File: src/rtl/adder_tree_ctrl.sv
// Burst sequencer for a pipelined signed adder tree: gates NUM chunks into the tree,
// tracks tree latency with a valid shift register and accumulates the returning sums.
module adder_tree_ctrl #(
  parameter int TREE_LATENCY = 3,
  parameter int CNT_W        = 8,
  parameter int SUM_W        = 32,
  parameter int ACC_W        = 40
) (
  input  logic                    clk,
  input  logic                    rst_n,
  input  logic                    start_i,
  input  logic [CNT_W-1:0]        num_chunks_i,
  input  logic                    abort_i,
  input  logic                    in_valid_i,
  output logic                    in_ready_o,
  output logic                    tree_gate_o,
  input  logic signed [SUM_W-1:0] tree_sum_i,
  output logic                    busy_o,
  output logic                    result_valid_o,
  input  logic                    result_ready_i,
  output logic signed [ACC_W-1:0] result_o,
  output logic                    result_ovf_o
);

  typedef enum logic [1:0] {
    IDLE  = 2'd0,
    FEED  = 2'd1,
    DRAIN = 2'd2,
    DONE  = 2'd3
  } state_t;

  state_t                   state_q, state_d;
  logic [CNT_W-1:0]         num_q, num_d;
  logic [CNT_W-1:0]         sent_q, sent_d;
  logic [CNT_W-1:0]         ret_q, ret_d;
  logic [TREE_LATENCY-1:0]  vpipe_q, vpipe_d;
  logic signed [ACC_W-1:0]  acc_q, acc_d;
  logic signed [ACC_W-1:0]  result_q, result_d;
  logic                     ovf_q, ovf_d;
  logic                     result_ovf_q, result_ovf_d;

  logic                     hs_s;
  logic                     ret_s;
  logic signed [ACC_W-1:0]  sum_ext_s;
  logic signed [ACC_W-1:0]  acc_sum_s;
  logic                     add_ovf_s;

  assign in_ready_o     = (state_q == FEED);
  assign tree_gate_o    = in_valid_i & in_ready_o;
  assign busy_o         = (state_q != IDLE);
  assign result_valid_o = (state_q == DONE);
  assign result_o       = result_q;
  assign result_ovf_o   = result_ovf_q;

  assign hs_s      = tree_gate_o;
  assign ret_s     = vpipe_q[TREE_LATENCY-1];
  assign sum_ext_s = ACC_W'(tree_sum_i);
  assign acc_sum_s = acc_q + sum_ext_s;
  // Two's-complement overflow: same-sign operands producing an opposite-sign sum.
  assign add_ovf_s = (acc_q[ACC_W-1] == sum_ext_s[ACC_W-1]) &&
                     (acc_sum_s[ACC_W-1] != acc_q[ACC_W-1]);

  always_comb begin
    state_d      = state_q;
    num_d        = num_q;
    sent_d       = sent_q;
    ret_d        = ret_q;
    acc_d        = acc_q;
    ovf_d        = ovf_q;
    result_d     = result_q;
    result_ovf_d = result_ovf_q;
    vpipe_d      = (vpipe_q << 1) | TREE_LATENCY'(hs_s);

    if (abort_i) begin
      // In-flight sums are dropped by flushing the valid pipeline.
      state_d = IDLE;
      vpipe_d = '0;
      sent_d  = '0;
      ret_d   = '0;
      acc_d   = '0;
      ovf_d   = 1'b0;
    end else begin
      case (state_q)
        IDLE: begin
          if (start_i) begin
            num_d  = num_chunks_i;
            sent_d = '0;
            ret_d  = '0;
            acc_d  = '0;
            ovf_d  = 1'b0;
            if (num_chunks_i == '0) begin
              state_d      = DONE;
              result_d     = '0;
              result_ovf_d = 1'b0;
            end else begin
              state_d = FEED;
            end
          end else begin
            state_d = IDLE;
          end
        end
        FEED, DRAIN: begin
          if (hs_s) begin
            sent_d = sent_q + CNT_W'(1);
            if (sent_q == num_q - CNT_W'(1)) begin
              state_d = DRAIN;
            end else begin
              state_d = state_q;
            end
          end else begin
            sent_d = sent_q;
          end
          if (ret_s) begin
            acc_d = acc_sum_s;
            ovf_d = ovf_q | add_ovf_s;
            ret_d = ret_q + CNT_W'(1);
            // Snapshot on the final add so the result holds through the next burst.
            if (ret_q == num_q - CNT_W'(1)) begin
              state_d      = DONE;
              result_d     = acc_sum_s;
              result_ovf_d = ovf_q | add_ovf_s;
            end else begin
              result_d = result_q;
            end
          end else begin
            ret_d = ret_q;
          end
        end
        DONE: begin
          if (result_ready_i) begin
            state_d = IDLE;
          end else begin
            state_d = DONE;
          end
        end
        default: state_d = IDLE;
      endcase
    end
  end

  always_ff @(posedge clk or negedge rst_n) begin
    if (!rst_n) begin
      state_q      <= IDLE;
      num_q        <= '0;
      sent_q       <= '0;
      ret_q        <= '0;
      vpipe_q      <= '0;
      acc_q        <= '0;
      ovf_q        <= 1'b0;
      result_q     <= '0;
      result_ovf_q <= 1'b0;
    end else begin
      state_q      <= state_d;
      num_q        <= num_d;
      sent_q       <= sent_d;
      ret_q        <= ret_d;
      vpipe_q      <= vpipe_d;
      acc_q        <= acc_d;
      ovf_q        <= ovf_d;
      result_q     <= result_d;
      result_ovf_q <= result_ovf_d;
    end
  end

endmodule

File: config.mk
export PLATFORM = sky130hd
export DESIGN_NAME = adder_tree_ctrl
export DESIGN_NICKNAME = d
export VERILOG_FILES = /design/src/rtl/adder_tree_ctrl.sv
export SDC_FILE = /design/constraint.sdc
export NUM_CORES = 1
export LEC_CHECK = 0
export ABC_CLOCK_PERIOD_IN_PS = 4200
export BUFFER_PORTS_ARGS = -buffer_cell sky130_fd_sc_hd__buf_2
export CAP_MARGIN = 20
export CELL_PAD_IN_SITES_DETAIL_PLACEMENT = 1
export CELL_PAD_IN_SITES_GLOBAL_PLACEMENT = 2
export CORE_AREA = 5 5 148 150
export DETAILED_ROUTE_END_ITERATION = 8
export DIE_AREA = 0 0 153 155
export PLACE_DENSITY = 0.83
export SLEW_MARGIN = 20
export SYNTH_ARGS = -nofsm -noshare
export SYNTH_HDL_FRONTEND = slang
export SYNTH_SLANG_ARGS = --single-unit
File: constraint.sdc
create_clock -name clk -period 4.2 [get_ports clk]
set_input_delay 0.63 -clock clk [delete_from_list [all_inputs] [get_ports clk]]
set_output_delay 0.63 -clock clk [all_outputs]
set_load 0.005 [all_outputs]
==> summary.md <==
| Metric | Value |
|---|---|
| Outcome | complete, no violations |
| Cell Count, Final, Fillers Out | 1137 |
| Ranking of synthesized cells by area | dfrtp_1 40%, ha_1 8.0%, nand2_1 6.4%, a21oi_1 4.4%, xnor2_1 4.0% |
| Final wirelength | 20600 µm |
| Final setup fails | 0 |
| Tmin final | 3.402 ns |
| Synth warn | 0 |
| Num rows | 53 |
| Crit Path Max Fanout | 41 |
| CP Class | flip-flop to flip-flop |
| P_int | 2.282 mW |
| Maximum clock path buffer count | 2 |
| # DRC | 0 |
| Met3 Routed Length | 534 µm |
| CP Capture Type | flip-flop |
| Avg Vias per Cell | 5.302 |
| Avg WL per Cell | 18.12 µm |
| VDD IR max | 0.2028 mV |
| Fin. Hold Viols | 0 |
| Arrival @ worst endpoint | 3.65 ns |
| Combinational power share | 34.4% |
| PostCTS Resize Cnt | 0 |
| Switch share | 35.77% |
| TritonRoute pass-1 iters | 4 |
| Die area | 0.02372 mm² |
| Main synth FF type | dfrtp_1 |
| Antenna violations before repair | 0 |
| Power density cells | 443.2 mW/mm² |
| Total clock buffers created by CTS | 9 |
| Skew final | 0.01160 ns |
| Postcts setup bufs | 0 |
| Die height | 155 µm |
| Placed Instances | 1121 |
| Core area | 0.02056 mm² |
| H-tree levels | 3 |
| Layout Nets | 949 |
| Vias in the first global route | 6474 |
| Global-route wire length before repair | 34180 µm |
| Synth top area share | 39.68% |
| CTS tree | built |
| Peak Freq | 293.9 MHz |
| Clk_lat worst skew | 0.36 ns |
| Post-synth cell types | 59 |
| FF+latch count, synth | 111 |
| Avg Cell Area, Syn | 8.918 µm² |
| Uppermost layer routed | met4 |
| Die Span X | 153 µm |
| Sequential fraction of the synthesis area | 39.68% |
| Min Hold Slack | 0.3574 ns |
| Wire length on met1 | 9714 µm |
| Clock Power Share | 24.7% |
| Worst EP required | 4.45 ns |
| Vias | 6028 |
| Root Buffer | clkbuf_16 |
| Tcrit/Tclk final | 81.01% |
| Antenna Violating Nets Remaining | 0 |
| RSZ-0062 raised after global routing | false |
| Net Sw Power | 1.271 mW |
| Met2 routed WL | 9979 µm |
| Starting DRT DRC Count | 243 |
| Max Cap Viol | 0 |
| Leakage | 3.904 nW |
| Area delta synth->final | 14.53% |
| Slew headroom | 46.22% |
| Worst-Margin Slew | 0.8067 ns |
| Placement Setup Slack | 0.6312 ns |
| Share of power burned in registers | 40.9% |
| GRT Overall Usage | 17.54% |
| Async S/R FF share, synth | 100.0% |
| Post-Syn Nets | 877 |
| Syn Std Cell Area | 0.007000 mm² |
| Effective utilization at floorplan | 34.05% |
| Hold-fix buffers at CTS | 0 |
| Post-synth EDFFs | 0 |
| Post-Syn Instances | 785 |
| N_diodes | 0 |
| Max Slew Vio Count | 0 |
| # IOs | 91 |
| Worst Hold Class | input pin to asynchronous set/reset pin |
| Area leader, netlist | dfrtp_1 |
| Clock slew at reported path FFs | 0.08 ns |
| Clk sinks | 111 |
| Layout filler cell count | 2477 |
| IO Port Bufs | 90 |
| Share of cells above drive strength 1 | 16.01% |
| Final core utilization | 39.00% |
| Routability cong. | 0.8109 |
| Worst setup SP type | flip-flop |
| Hpwl dp | 15080 µm |
| Largest net degree at the start of global routing | 112 |
| Worst setup margin | 0.7976 ns |
| Total Neg Setup Slack | 0 ns |
| Congestion Overflow GR | 0 |
-- state kept, by name, summed over array words and instances, names as in the netlist --
signal        cells
acc_q            40
result_o         40
num_q             8
ret_q             8
sent_q            8
vpipe_q           3
state_q           2
ovf_q             1
result_ovf_o      1
-- cell usage in the layout (no fill, tap or decap), types with 30 or more instances in the layout --
cell type,instances
nand2_1,120
dfrtp_1,111
buf_2,89
a21oi_1,60
o21ai_0,55
nor2_1,52
ha_1,45
xnor2_1,32
xor2_1,30
nand3_1,30
-- power groups by stage --
stage          Clock (mW)  Sequential [mW]  Combinational (mW)
3_5_place_dp            0             1.47                1.24
2_1_floorplan           0             1.45               0.758
6_report            0.879             1.45                1.22
3_3_place_gp            0             1.47                1.22
4_1_cts             0.911             1.45                1.25
5_1_grt             0.952             1.48                1.38
-- Yosys cell counts (2+ instances only) --
cell type and instances:
o31ai_1 3, a31oi_1 10, o211ai_1 2, nand2b_1 7
o21ai_1 4, o21bai_1 2, a21oi_1 61, dfrtp_1 111
o31ai_2 5, or4_1 3, nor4_1 4, o41ai_1 3
xor2_1 30, and4_1 2, o21ai_0 55, or3_1 3
nor3_1 14, mux2i_1 2, a21o_1 23, nor2_1 52
a221oi_1 2, and2_1 5, a22o_1 28, a21boi_0 2
mux2_2 11, nand3b_1 2, ha_1 45, clkbuf_1 28
xnor2_1 32, nor2b_1 6, nand3_1 30, and3_1 8
nand2_1 120, inv_1 23, nand4_1 11, buf_1 2
buf_2 5, buf_6 2, a211oi_1 6, o221ai_1 2
-- kinds of logic (layout without fill, tap and decap cells) --
kind of cell,Yosys count,after routing,synth area share (%)
buffers and inverters,61,138,3.628
XOR/XNOR,64,64,8.311
adder cells (fa/ha/maj),46,46,8.329
flip-flops,111,111,39.68
multiplexers,13,13,2.055
AND/OR/NAND/NOR,271,271,17.57
AO/OA/AOI/OAI,219,219,20.43
-- worst max-delay path: stages, from the launching register on --
cell      delay, ns
dfrtp_1        0.47
inv_1          0.09
ha_1           0.18
inv_1          0.06
or3_2          0.51
xor2_2         0.18
xnor2_1        0.13
nor3_1         0.18
nand4_1        0.16
a2111o_2       0.78
buf_12         0.28
a22o_1         0.25
-- final timing paths --
| check | start | to | slack, ns | cells past startpoint |
|---|---|---|---|---|
| max | num_q[0] | result_o[35] | 0.80 | 11 |
| min | rst_n | num_q[7] | 0.36 | 2 |
| max reg2reg | num_q[0] | result_o[35] | 0.80 | 11 |
| min reg2reg | vpipe_q[1] | vpipe_q[2] | 0.48 | 1 |
| max in group asynchronous | rst_n | acc_q[21] | 3.37 | 2 |
| min in group clk | vpipe_q[1] | vpipe_q[2] | 0.48 | 1 |
-- layout make-up --
type	instances	area [µm²]	area share, %
multi-input cells	613	3973	49.55
flip-flops and latches	111	2778	34.64
repair buffers	99	545.5	6.804
well taps	275	344.1	4.292
clock buffers	12	246.5	3.074
inverters	23	86.33	1.077
clock inverters	4	45.04	0.5618
-- per-layer routing --
layer  vias to the layer above  track usage (%)
li1                       2927                -
met1                      2992            22.77
met2                        84            30.26
met3                        25            3.088
met4                         0            4.879
met5                         -                0
-- metrics by stage --
step           instance area (µm²)  power [mW]
4_1_cts                       8018       3.612
3_3_place_gp                  7726       2.690
6_report                      8018       3.553
2_1_floorplan                 7000       2.204
5_1_grt                       8018       3.812
3_5_place_dp                  7726       2.714
No activity file was read; power rests on OpenSTA's default activity.
